<file path="src/rtl/chipset_pkg.sv">
// chipset_pkg: shared state type, enable polarity and sizing helper
// for the chipset READY generator.
package chipset_pkg;

    typedef enum logic [1:0] {
        IDLE,
        ARMED,
        WAIT,
        DONE
    } ready_state_t;

    localparam logic CPU_CLK_EN_ACTIVE = 1'b1;

    function automatic int ch_idx_w(input int n);
        return (n > 1) ? $clog2(n) : 1;
    endfunction

endpackage

</file>
<file path="src/rtl/chipset_ready_priority.sv">
// chipset_ready_priority: lowest-index channel encoder plus the
// wait-count mux for the selected channel.
module chipset_ready_priority
    import chipset_pkg::*;
#(
    parameter int NUM_CH   = 4,
    parameter int WAIT_W   = 4,
    parameter int CH_IDX_W = ch_idx_w(NUM_CH)
) (
    input  logic [NUM_CH-1:0]        channel_hit,
    input  logic [NUM_CH*WAIT_W-1:0] channel_wait,
    output logic [CH_IDX_W-1:0]      idx,
    output logic                     hit_valid,
    output logic [WAIT_W-1:0]        wait_sel
);

    // Scan from the top so the lowest set bit is the last writer.
    always_comb begin
        idx      = '0;
        wait_sel = '0;
        for (int i = NUM_CH - 1; i >= 0; i--) begin
            if (channel_hit[i]) begin
                idx      = CH_IDX_W'(i);
                wait_sel = channel_wait[i*WAIT_W +: WAIT_W];
            end
        end
    end

    assign hit_valid = |channel_hit;

endmodule

</file>
<file path="src/rtl/chipset_ready_gen.sv">
// chipset_ready_gen: CPU RDY generator with per-channel wait states.
// Define CHIPSET_READY_TIMEOUT_EN to add the bus-timeout watchdog.
module chipset_ready_gen
    import chipset_pkg::*;
#(
    parameter int NUM_CH    = 4,
    parameter int WAIT_W    = 4,
    parameter int TIMEOUT_W = 8,
    parameter int CH_IDX_W  = ch_idx_w(NUM_CH)
) (
    input  logic                     clock,
    input  logic                     reset,
    input  logic                     cpu_clock_posedge,
    input  logic                     cpu_clock_negedge,
    input  logic                     ALE,
    input  logic                     IOR_N,
    input  logic                     IOW_N,
    input  logic                     MEMR_N,
    input  logic                     MEMW_N,
    input  logic                     INTA_N,
    input  logic [NUM_CH-1:0]        channel_hit,
    input  logic [NUM_CH*WAIT_W-1:0] channel_wait,
    input  logic [NUM_CH-1:0]        device_ready,
    output logic                     RDY,
    output logic                     timeout_error,
    output logic [CH_IDX_W-1:0]      timeout_channel
);

    ready_state_t        state;
    logic                cmd_active;
    logic                cpu_pe;
    logic                dev_rdy;
    logic                expire;
    logic                unused;
    logic [CH_IDX_W-1:0] sel_idx;
    logic [CH_IDX_W-1:0] ch_lat;
    logic                sel_hit;
    logic                hit_lat;
    logic [WAIT_W-1:0]   sel_wait;
    logic [WAIT_W-1:0]   wait_lat;
    logic [WAIT_W-1:0]   wcnt;
    logic [NUM_CH-1:0]   ready_meta;
    logic [NUM_CH-1:0]   ready_sync;

    chipset_ready_priority #(
        .NUM_CH   (NUM_CH),
        .WAIT_W   (WAIT_W),
        .CH_IDX_W (CH_IDX_W)
    ) u_priority (
        .channel_hit  (channel_hit),
        .channel_wait (channel_wait),
        .idx          (sel_idx),
        .hit_valid    (sel_hit),
        .wait_sel     (sel_wait)
    );

    assign cmd_active = ~(IOR_N & IOW_N & MEMR_N & MEMW_N & INTA_N);
    assign cpu_pe     = (cpu_clock_posedge == CPU_CLK_EN_ACTIVE);
    assign dev_rdy    = ~hit_lat | ready_sync[ch_lat];
    // At 1 or 0 the programmed wait clocks are used up on this edge.
    assign expire     = (wcnt <= WAIT_W'(1));
    assign unused     = cpu_clock_negedge ^ (TIMEOUT_W < 1);

    always_ff @(posedge clock) begin
        if (reset) begin
            ready_meta <= '0;
            ready_sync <= '0;
        end else begin
            ready_meta <= device_ready;
            ready_sync <= ready_meta;
        end
    end

`ifdef CHIPSET_READY_TIMEOUT_EN
    logic [TIMEOUT_W-1:0] tcnt;
    logic [TIMEOUT_W-1:0] tcnt_inc;
    logic                 tmo_err;
    logic [CH_IDX_W-1:0]  tmo_ch;

    assign tcnt_inc        = tcnt + 1'b1;
    assign timeout_error   = tmo_err;
    assign timeout_channel = tmo_ch;
`else
    assign timeout_error   = 1'b0;
    assign timeout_channel = '0;
`endif

    always_ff @(posedge clock) begin
        if (reset) begin
            state    <= IDLE;
            RDY      <= 1'b1;
            ch_lat   <= '0;
            hit_lat  <= 1'b0;
            wait_lat <= '0;
            wcnt     <= '0;
`ifdef CHIPSET_READY_TIMEOUT_EN
            tcnt     <= '0;
            tmo_err  <= 1'b0;
            tmo_ch   <= '0;
`endif
        end else begin
`ifdef CHIPSET_READY_TIMEOUT_EN
            tmo_err <= 1'b0;
`endif
            if (cpu_pe) begin
                unique case (state)
                    IDLE: begin
                        if (ALE) begin
                            ch_lat   <= sel_idx;
                            hit_lat  <= sel_hit;
                            wait_lat <= sel_wait;
                            state    <= ARMED;
                        end
                    end
                    ARMED: begin
                        if (cmd_active) begin
                            if (wait_lat != '0 || !dev_rdy) begin
                                RDY   <= 1'b0;
                                wcnt  <= wait_lat;
`ifdef CHIPSET_READY_TIMEOUT_EN
                                tcnt  <= '0;
`endif
                                state <= WAIT;
                            end else begin
                                state <= DONE;
                            end
                        end else if (ALE) begin
                            ch_lat   <= sel_idx;
                            hit_lat  <= sel_hit;
                            wait_lat <= sel_wait;
                        end
                    end
                    WAIT: begin
                        if (!cmd_active) begin
                            RDY   <= 1'b1;
                            state <= IDLE;
                        end else begin
                            wcnt <= expire ? '0 : wcnt - 1'b1;
                            if (expire && dev_rdy) begin
                                RDY   <= 1'b1;
                                state <= DONE;
`ifdef CHIPSET_READY_TIMEOUT_EN
                            end else if (&tcnt_inc) begin
                                RDY     <= 1'b1;
                                tmo_err <= 1'b1;
                                tmo_ch  <= ch_lat;
                                state   <= DONE;
                            end else begin
                                tcnt <= tcnt_inc;
`endif
                            end
                        end
                    end
                    DONE: begin
                        if (!cmd_active) begin
                            state <= IDLE;
                        end
                    end
                    default: state <= IDLE;
                endcase
            end
        end
    end

endmodule
</file>
<file path="config.mk">
export PLATFORM = sky130hd
export DESIGN_NAME = chipset_ready_gen
export DESIGN_NICKNAME = d
export VERILOG_FILES = /design/src/rtl/chipset_pkg.sv /design/src/rtl/chipset_ready_priority.sv /design/src/rtl/chipset_ready_gen.sv
export SDC_FILE = /design/constraint.sdc
export NUM_CORES = 1
export LEC_CHECK = 0
export CAP_MARGIN = 20
export CORE_ASPECT_RATIO = 1.25
export CORE_MARGIN = 5
export CORE_UTILIZATION = 45
export CTS_CLUSTER_DIAMETER = 150
export DETAILED_ROUTE_END_ITERATION = 10
export PLACE_DENSITY_LB_ADDON = 0.2
export SLEW_MARGIN = 40
export SYNTH_ARGS = -nofsm -noshare
export SYNTH_HDL_FRONTEND = slang
export SYNTH_SLANG_ARGS = --single-unit
</file>
<file path="constraint.sdc">
create_clock -name clock -period 2.38 [get_ports clock]
set_input_delay 0.476 -clock clock [delete_from_list [all_inputs] [get_ports clock]]
set_output_delay 0.476 -clock clock [all_outputs]
set_load 0.05 [all_outputs]
</file>
# Word-level counts from Yosys, hierarchy flattened
# Cells that the tools add are included.
word_totals:
  wordCells: 75
  output_inout_bits: 4
  register_bits: 22
  in_bits: 34
op_classes:
  n_bitwise: 6
  n_addsub: 1
  n_eq_ne: 10
  reduce_logical: 12
  magnitude_cmp: 2
  n_mux: 36
ops:
  columns: ["op", "count"]
  rows:
  - ["two-way mux 4 bit", 10]
  - ["two-way mux 2 bit", 11]
  - ["case mux 4 bit (2 select lines)", 2]
  - ["AND reduction 5 bit", 3]
  - ["!= test 2 bit, second input constant", 6]
  - ["two-way mux 1 bit", 8]
  - ["case mux 2 bit (4 select lines)", 1]
  - ["bitwise AND 1 bit", 4]
  - ["equality test 2 bit, second input constant", 2]
  - ["<= comparator 4 x 1 -> 1 bit, second input constant", 1]
  - ["case mux 1 bit (2 select lines)", 2]
  - ["case mux 2 bit (2 select lines)", 1]
  - ["nonzero test 2 bit", 2]
  - ["nonzero test 4 bit", 1]
  - ["OR reduction 4 bit", 1]
  - ["subtractor 4 x 1 -> 4 bit, second input constant", 1]
  - ["< comparator 2 x 3 -> 1 bit, second input constant", 1]
  - ["!= test 3 bit, second input constant", 1]
  - ["AND reduction 3 bit", 1]
  - ["binary-select mux 1 bit (select 2 bit)", 1]
  - ["equality test 2 x 1 -> 1 bit, second input constant", 1]
  - ["zero test 2 bit", 1]
  - ["logical AND 1 bit", 1]
  - ["zero test 1 bit", 1]
  - ["3 further kinds", 3]

# Longest topological paths before layout
# Gate-level depths: netlist of the first run.
depth:
  ltp_word: 8
  ltp_mapped: 7

# Cells and area by module
# Synthesis of the first run repeated with hierarchy kept, for this count alone.
hier_totals:
  cells_unflattened: 133
  hier_area_um2: 1176.1
modules_own_cells:
  columns: ["module", "cells_per_inst", "n_inst", "area_per_inst_um2"]
  rows:
  - ["chipset_ready_gen", 111, 1, 1041.0]
  - ["chipset_ready_priority", 22, 1, 135.1]

# Worst setup path after synthesis of the first run
# Ideal clock, no wire load.
synth_path:
  path_kind: "input-to-reg"
  startpoint: "input port INTA_N"
  endpoint: "register ch_lat[0]"
  arrival_ps: 1588
  stages: 5
  setup_slack_ps: 721
  n_path_buf: 0
  setup_time_ps: 71
  path_cell_list: "and4_4 -> nand2_4 -> a211o_4 -> or3_1 -> a21oi_1"
synth_via:
  elab_chain_len: 3
synth_rtl:
  columns: ["item", "line", "rtl"]
  rows:
  - ["from (decl)", "chipset_ready_gen.sv:20", "input logic INTA_N,"]
  - ["bitwise AND 1 bit", "chipset_ready_gen.sv:57", "assign cmd_active = ~(IOR_N & IOW_N & MEMR_N & MEMW_N & INTA_N);"]
  - ["!= test 2 bit (no line)", null, null]
  - ["AND reduction 3 bit (no line)", null, null]
  - ["to (signal assigned)", "chipset_ready_gen.sv:109", "ch_lat <= sel_idx;"]
  - ["to (signal assigned)", "chipset_ready_gen.sv:128", "ch_lat <= sel_idx;"]
  - ["to (decl)", "chipset_ready_gen.sv:36", "logic [CH_IDX_W-1:0] ch_lat;"]
# Every way passes these cells.
# A chain may end at the register's enable or synchronous reset.

# Final worst setup path of the first run
layout_path:
  startpoint: "register RDY"
  endpoint: "output port RDY"
layout_lines:
  columns: ["item", "line", "rtl"]
  rows:
  - ["from (decl)", "chipset_ready_gen.sv:24", "output logic RDY,"]
  - ["from (signal assigned)", "chipset_ready_gen.sv:91", "RDY <= 1'b1;"]
  - ["from (signal assigned)", "chipset_ready_gen.sv:118", "RDY <= 1'b0;"]
  - ["from (signal assigned)", "chipset_ready_gen.sv:135", "RDY <= 1'b1;"]
# No word-level cell between the ends.

==> flow_summary_export.csv, run 1 <==
group,metric,value,unit
sta,max_slew_margin,66.3,%
clock_network,cts_tree,"built",
place,dp_hpwl,2.09,mm
sta,slew_violations,0,
floorplanning,die_h,66.9,um
floorplanning,floorplan.initialDensity,47.5,%
worst_setup_path,critPathCaptureType,"output port",
worst_setup_path,startpoint_type,"register",
synth,avgSynthCellArea,8.38,sq um
route,via_count,1078,
synth,post-synth-top-area-fraction,37.8,%
clock_network,clk_path_buf_depth,2,
worst_setup_path,crit_family,"buffers and inverters",
clock_network,htree_levels,1,
synth,synth_seq_cells,22,
clock_network,numCtsBuffers,3,
synth,ys_seq_area_share,37.8,%
worst_setup_path,critPathMaxFanout,2,
global_routing,overflow,0,
synth,synth-edff-count,0,
flow_run,maxCapViolCount,0,
pwr,worst_ir_drop_vdd,0.305,mV
global_routing,grt_usage,15.1,%
route,antenna_left,0,
route,via_per_inst,5.26,
finish,area_growth_syn_to_layout,33.3,%
clock_network,cts.sinks,22,
floorplanning,ios,38,
worst_setup_path,worstPathArrival,1.48,ns
sta,holdWs,0.451,ns
floorplanning,coreArea,2450,sq um
sta,layout_min_cycle_time,1.95,ns
worst_setup_path,crit_type,"register to output port",
route,remaining_drc_errors,0,
outcome,status,"completed",
worst_setup_path,path_cells,"clkdlybuf4s50_1",
sta,worst_clock_skew,0.00350,ns
route,dr.pass1.iters,4,
synth,yosysWarnings,0,
synth,synthesis.area,1160,sq um
place,numPortBuffers,33,
worst_setup_path,max_stage_delay,0.81,ns
global_routing,grt_pass1_wl,4.50,mm
finish,drive_above_1_share,8.72,%
global_routing,grt_pass1_vias,1073,
route,drt_first_iter_violations,16,
floorplanning,die_area,3710,sq um
synth,ys.flop_type,"dfxtp_1",
synth,synth_area_leader_cell,"dfxtp_1",
synth,synthCells,139,
min_path,hold_path_class,"register to register",
worst_setup_path,crit_buf_inv,1,
sta,tightest_slew,0.504,ns
global_routing,grt_max_degree,16,
global_routing,antenna_found_initial,0,
clock_network,clock_latency,0.30,ns
sta,timing.final.hold_violations,0,
synth,synth_area_leaders,"dfxtp_1 (38%), nor2b_1 (7.0%), a211oi_1 (5.8%)",
sta,fmax,512,MHz
finish,nets,209,
worst_setup_path,crit_slowest_cell,"clkdlybuf4s50_1",
finish,num_antenna_cells,0,
clock_network,postCtsHoldBufs,0,
synth,ys_async_sr_fraction,0,%
route,routedWlPerCell,12.5,um
pwr,p_leak,0.575,nW
worst_setup_path,cp.required,1.90,ns
sta,tns,0,ns
clock_network,clk_pin_slew,0.12,ns
clock_network,post_cts_buffers,0,
place,place_congestion,0.752,
pwr,power.density,513,nW/um^2
floorplanning,num_rows,20,
sta,setup_viol,0,
synth,synthDistinctLibCells,35,
clock_network,cts-resized-gates,0,
floorplanning,die_width,55.5,um
route,finalWirelength,2.56,mm
finish,nFillCells,238,
sta,finalCritPeriodShare,82.1,%
sta,rsz0062_at_grt,"no",
clock_network,cts_root_buffer,"clkbuf_4",
==> state kept, by name, indices dropped and copies added (netlist names) <==
| signal | count |
|---|---|
| wait_lat | 4 |
| ch_lat | 2 |
| ready_meta | 4 |
| state | 2 |
| wcnt | 4 |
| hit_lat | 1 |
| RDY | 1 |
| ready_sync | 4 |
==> worst paths after layout <==
check | depth (start not counted) | from | slack, ns | end
worst max register to register | 7 | wcnt[0] | 0.57 | RDY
worst min-delay path | 1 | ready_meta[3] | 0.45 | ready_sync[3]
worst min register to register | 1 | ready_meta[3] | 0.45 | ready_sync[3]
worst max-delay path | 1 | RDY | 0.43 | RDY
==> layout by cell type (no fill, tap or decap), drive strengths merged, types with 2 or more instances in the layout <==
| cell type | Yosys | routed |
|---|---|---|
| buf | 5 | 2 |
| mux2 | 2 | 2 |
| conb | 1 | 3 |
| nand2b | 5 | 5 |
| nor2b | 13 | 13 |
| a21oi | 8 | 8 |
| ha | 2 | 2 |
| o21ai | 6 | 6 |
| o211ai | 2 | 2 |
| or3 | 2 | 2 |
| nand2 | 13 | 13 |
| clkbuf | 3 | 4 |
| nand3b | 2 | 2 |
| inv | 4 | 4 |
| nor3 | 8 | 8 |
| a311oi | 2 | 2 |
| a311o | 2 | 2 |
| nor2 | 14 | 14 |
| clkdlybuf4s50 | 0 | 33 |
| o21a | 2 | 2 |
| a211oi | 10 | 10 |
| a221oi | 3 | 3 |
| dfxtp | 22 | 22 |
==> synth_stat cells, drive strengths merged (3+ instances only) <==
cell    instances
dfxtp          22
nor2           14
nand2          13
nor2b          13
a211oi         10
a21oi           8
nor3            8
o21ai           6
buf             5
nand2b          5
inv             4
a221oi          3
clkbuf          3
==> logic make-up after synthesis <==
| logic type | synth area share [%] |
|---|---|
| AO/OA/AOI/OAI | 25.3 |
| adder cells (fa/ha/maj) | 2.15 |
| buffers and inverters | 4.94 |
| flip-flops | 37.8 |
| multiplexers | 1.93 |
| other | 0.322 |
| AND/OR/NAND/NOR | 27.5 |
==> metrics by stage <==
step / setup WS, ns / power (mW) / util, % / area, sq um / instances
floorplan: 0.721 / 0.524 / - / 1170 / 141
global placement: 0.207 / 0.595 / 61.8 / 1520 / 201
detailed placement: 0.166 / 0.602 / 61.8 / 1520 / 201
CTS: 0.411 / 0.803 / 63.3 / 1550 / 205
global route: 0.388 / 0.848 / 63.3 / 1550 / 205
finish: 0.426 / 0.797 / 63.3 / 1550 / 205
==> power breakdown <==
group / total, mW / internal [mW] / switching (mW) / leakage (nW)
clock: 0.204 / 0.0934 / 0.111 / 0.0210
combinational: 0.186 / 0.0994 / 0.0865 / 0.373
sequential: 0.407 / 0.389 / 0.0176 / 0.181
==> layer usage <==
metal  share of wire [%]  vias to the layer above  global-route usage, %
li1                    -                      558                      -
met1                  43                      482                   15.6
met2                  49                       34                   27.7
met3                 6.1                        4                   3.88
met4                 2.0                        0                   8.51
met5                   0                        -                      0
==> final cells by class <==
cell class | instances | area [sq um] | share of cell area (%)
tap | 33 | 41.3 | 2.66
multi-input combinational | 107 | 674 | 43.4
clock buffer | 4 | 36.3 | 2.34
sequential | 22 | 440 | 28.4
timing repair buffer | 35 | 345 | 22.2
inverter | 4 | 15.0 | 0.967
No activity file was read; power rests on OpenSTA's default activity.
==> inputs of run 2 (changes only) <==
clock period = 1.8 ns   (was 2.38 ns; I/O delays follow)
==> run 2 against run 1 <==
Sequential power rose by 33%. Non-clock buffer count rose by 14. Hold slack improved by 0.00054 ns. Clock power rose by 82%. Via count rose by 8.9%. Global-route usage rose by 1.3 points. Critical path depth rose by 6. Routed wire length rose by 14%. Sequential cell count did not move. Critical path type is now register to register. Critical endpoint is now RDY. Largest cell class unchanged.
==> flow_summary_export.csv, run 2 (same netlist as run 1, synthesis figures left out) <==
group,metric,value,unit
outcome,status,"completed",
place,place_congestion,0.763,
floorplanning,coreArea,2450,sq um
pwr,worst_ir_drop_vdd,0.422,mV
route,drt_first_iter_violations,30,
worst_setup_path,worstPathArrival,1.93,ns
floorplanning,num_rows,20,
global_routing,grt_pass1_vias,1163,
sta,setup_viol,0,
sta,fmax,581,MHz
sta,max_slew_margin,62.9,%
route,routedWlPerCell,13.3,um
min_path,hold_path_class,"register to register",
worst_setup_path,startpoint_type,"register",
global_routing,antenna_found_initial,0,
finish,fin_util,70.6,%
sta,rsz0062_at_grt,"yes",
route,dr.pass1.iters,4,
place,dp_hpwl,2.32,mm
pwr,p_leak,0.658,nW
finish,drive_above_1_share,21.0,%
sta,postLayoutSetupSlackWorst,0.0783,ns
sta,slew_violations,0,
route,antenna_left,0,
floorplanning,ios,38,
clock_network,cts.sinks,22,
global_routing,overflow,0,
sta,tns,0,ns
sta,holdWs,0.451,ns
worst_setup_path,cp.required,2.01,ns
clock_network,clock_latency,0.30,ns
sta,tightest_slew,0.552,ns
sta,timing.final.hold_violations,0,
global_routing,grt_max_degree,17,
worst_setup_path,critPathCaptureType,"register",
place,pre_cts_ws,-0.236,ns
pwr,power.density,698,nW/um^2
flow_run,maxCapViolCount,0,
floorplanning,die_h,66.9,um
floorplanning,floorplan.initialDensity,47.5,%
clock_network,cts_tree,"built",
clock_network,numCtsBuffers,3,
worst_setup_path,crit_type,"register to register",
global_routing,grt_pass1_wl,4.94,mm
route,via_count,1174,
clock_network,clk_pin_slew,0.12,ns
sta,finalCritPeriodShare,95.7,%
place,numPortBuffers,33,
finish,num_antenna_cells,0,
route,finalWirelength,2.91,mm
pwr,power.total,1.21,mW
finish,area_growth_syn_to_layout,48.6,%
clock_network,cts_root_buffer,"clkbuf_4",
clock_network,postCtsHoldBufs,0,
sta,layout_min_cycle_time,1.72,ns
worst_setup_path,critPathMaxFanout,3,
floorplanning,die_width,55.5,um
route,via_per_inst,5.36,
finish,layout_common_cells,"clkdlybuf4s50_1 (32), dfxtp_1 (20), buf_4 (16)",
floorplanning,die_area,3710,sq um
clock_network,clk_path_buf_depth,2,
finish,layout_commonest_cell,"clkdlybuf4s50_1",
worst_setup_path,reg2reg_slack,0.08,ns
finish,nets,223,
global_routing,grt_usage,16.4,%
route,remaining_drc_errors,0,
sta,worst_clock_skew,0.00291,ns
clock_network,htree_levels,1,
[run 2: final timing paths]
check,cells after the start,to,start
max,7,RDY,wcnt[0]
min,1,ready_sync[3],ready_meta[3]
min reg2reg,1,ready_sync[3],ready_meta[3]
max reg2reg,7,RDY,wcnt[0]
[run 2: critical path, cell delays in order, from the launching register on]
cell and delay [ns]:
dfxtp_4 0.39, inv_4 0.06, ha_4 0.13, nor2_2 0.04, or3_4 0.32, o211ai_1 0.24
a41oi_1 0.16, a311o_1 0.29
[run 2: stage by stage]
step / cells / cell area [sq um]
after CTS: 218 / 1710
final: 219 / 1730
after global routing: 219 / 1730
after global placement: 212 / 1610
after detailed placement: 212 / 1610
after floorplan: 141 / 1170
[run 2: timing repair]
action,4_1_cts,5_1_grt
pin swaps,5,4
gates resized for setup,9,5
setup buffers,2,1
cloned,0,0
setup endpoints to repair,2,2
[run 2: final cells by class]
type                       instances  area, sq um
tap                               33         41.3
timing repair buffer              49          460
multi-input combinational        107          711
sequential                        22          445
fill                             211          722
inverter                           4         20.0
clock buffer                       3         22.5
clock inverter                     1         30.0
[run 2: where the power goes]
| group | switching, mW | leakage [nW] | internal [mW] | total, mW |
|---|---|---|---|---|
| sequential | 0.0247 | 0.182 | 0.515 | 0.540 |
| clock | 0.146 | 0.0279 | 0.225 | 0.371 |
| combinational | 0.131 | 0.448 | 0.165 | 0.297 |
[run 2: per-layer routing]
layer  vias up  part of all wire, %  track usage (%)
met5         -                    0                0
met4         0                  2.0             6.99
met3         8                  6.2             3.88
met2        37                   54             32.2
met1       547                   37             16.2
li1        582                    -                -
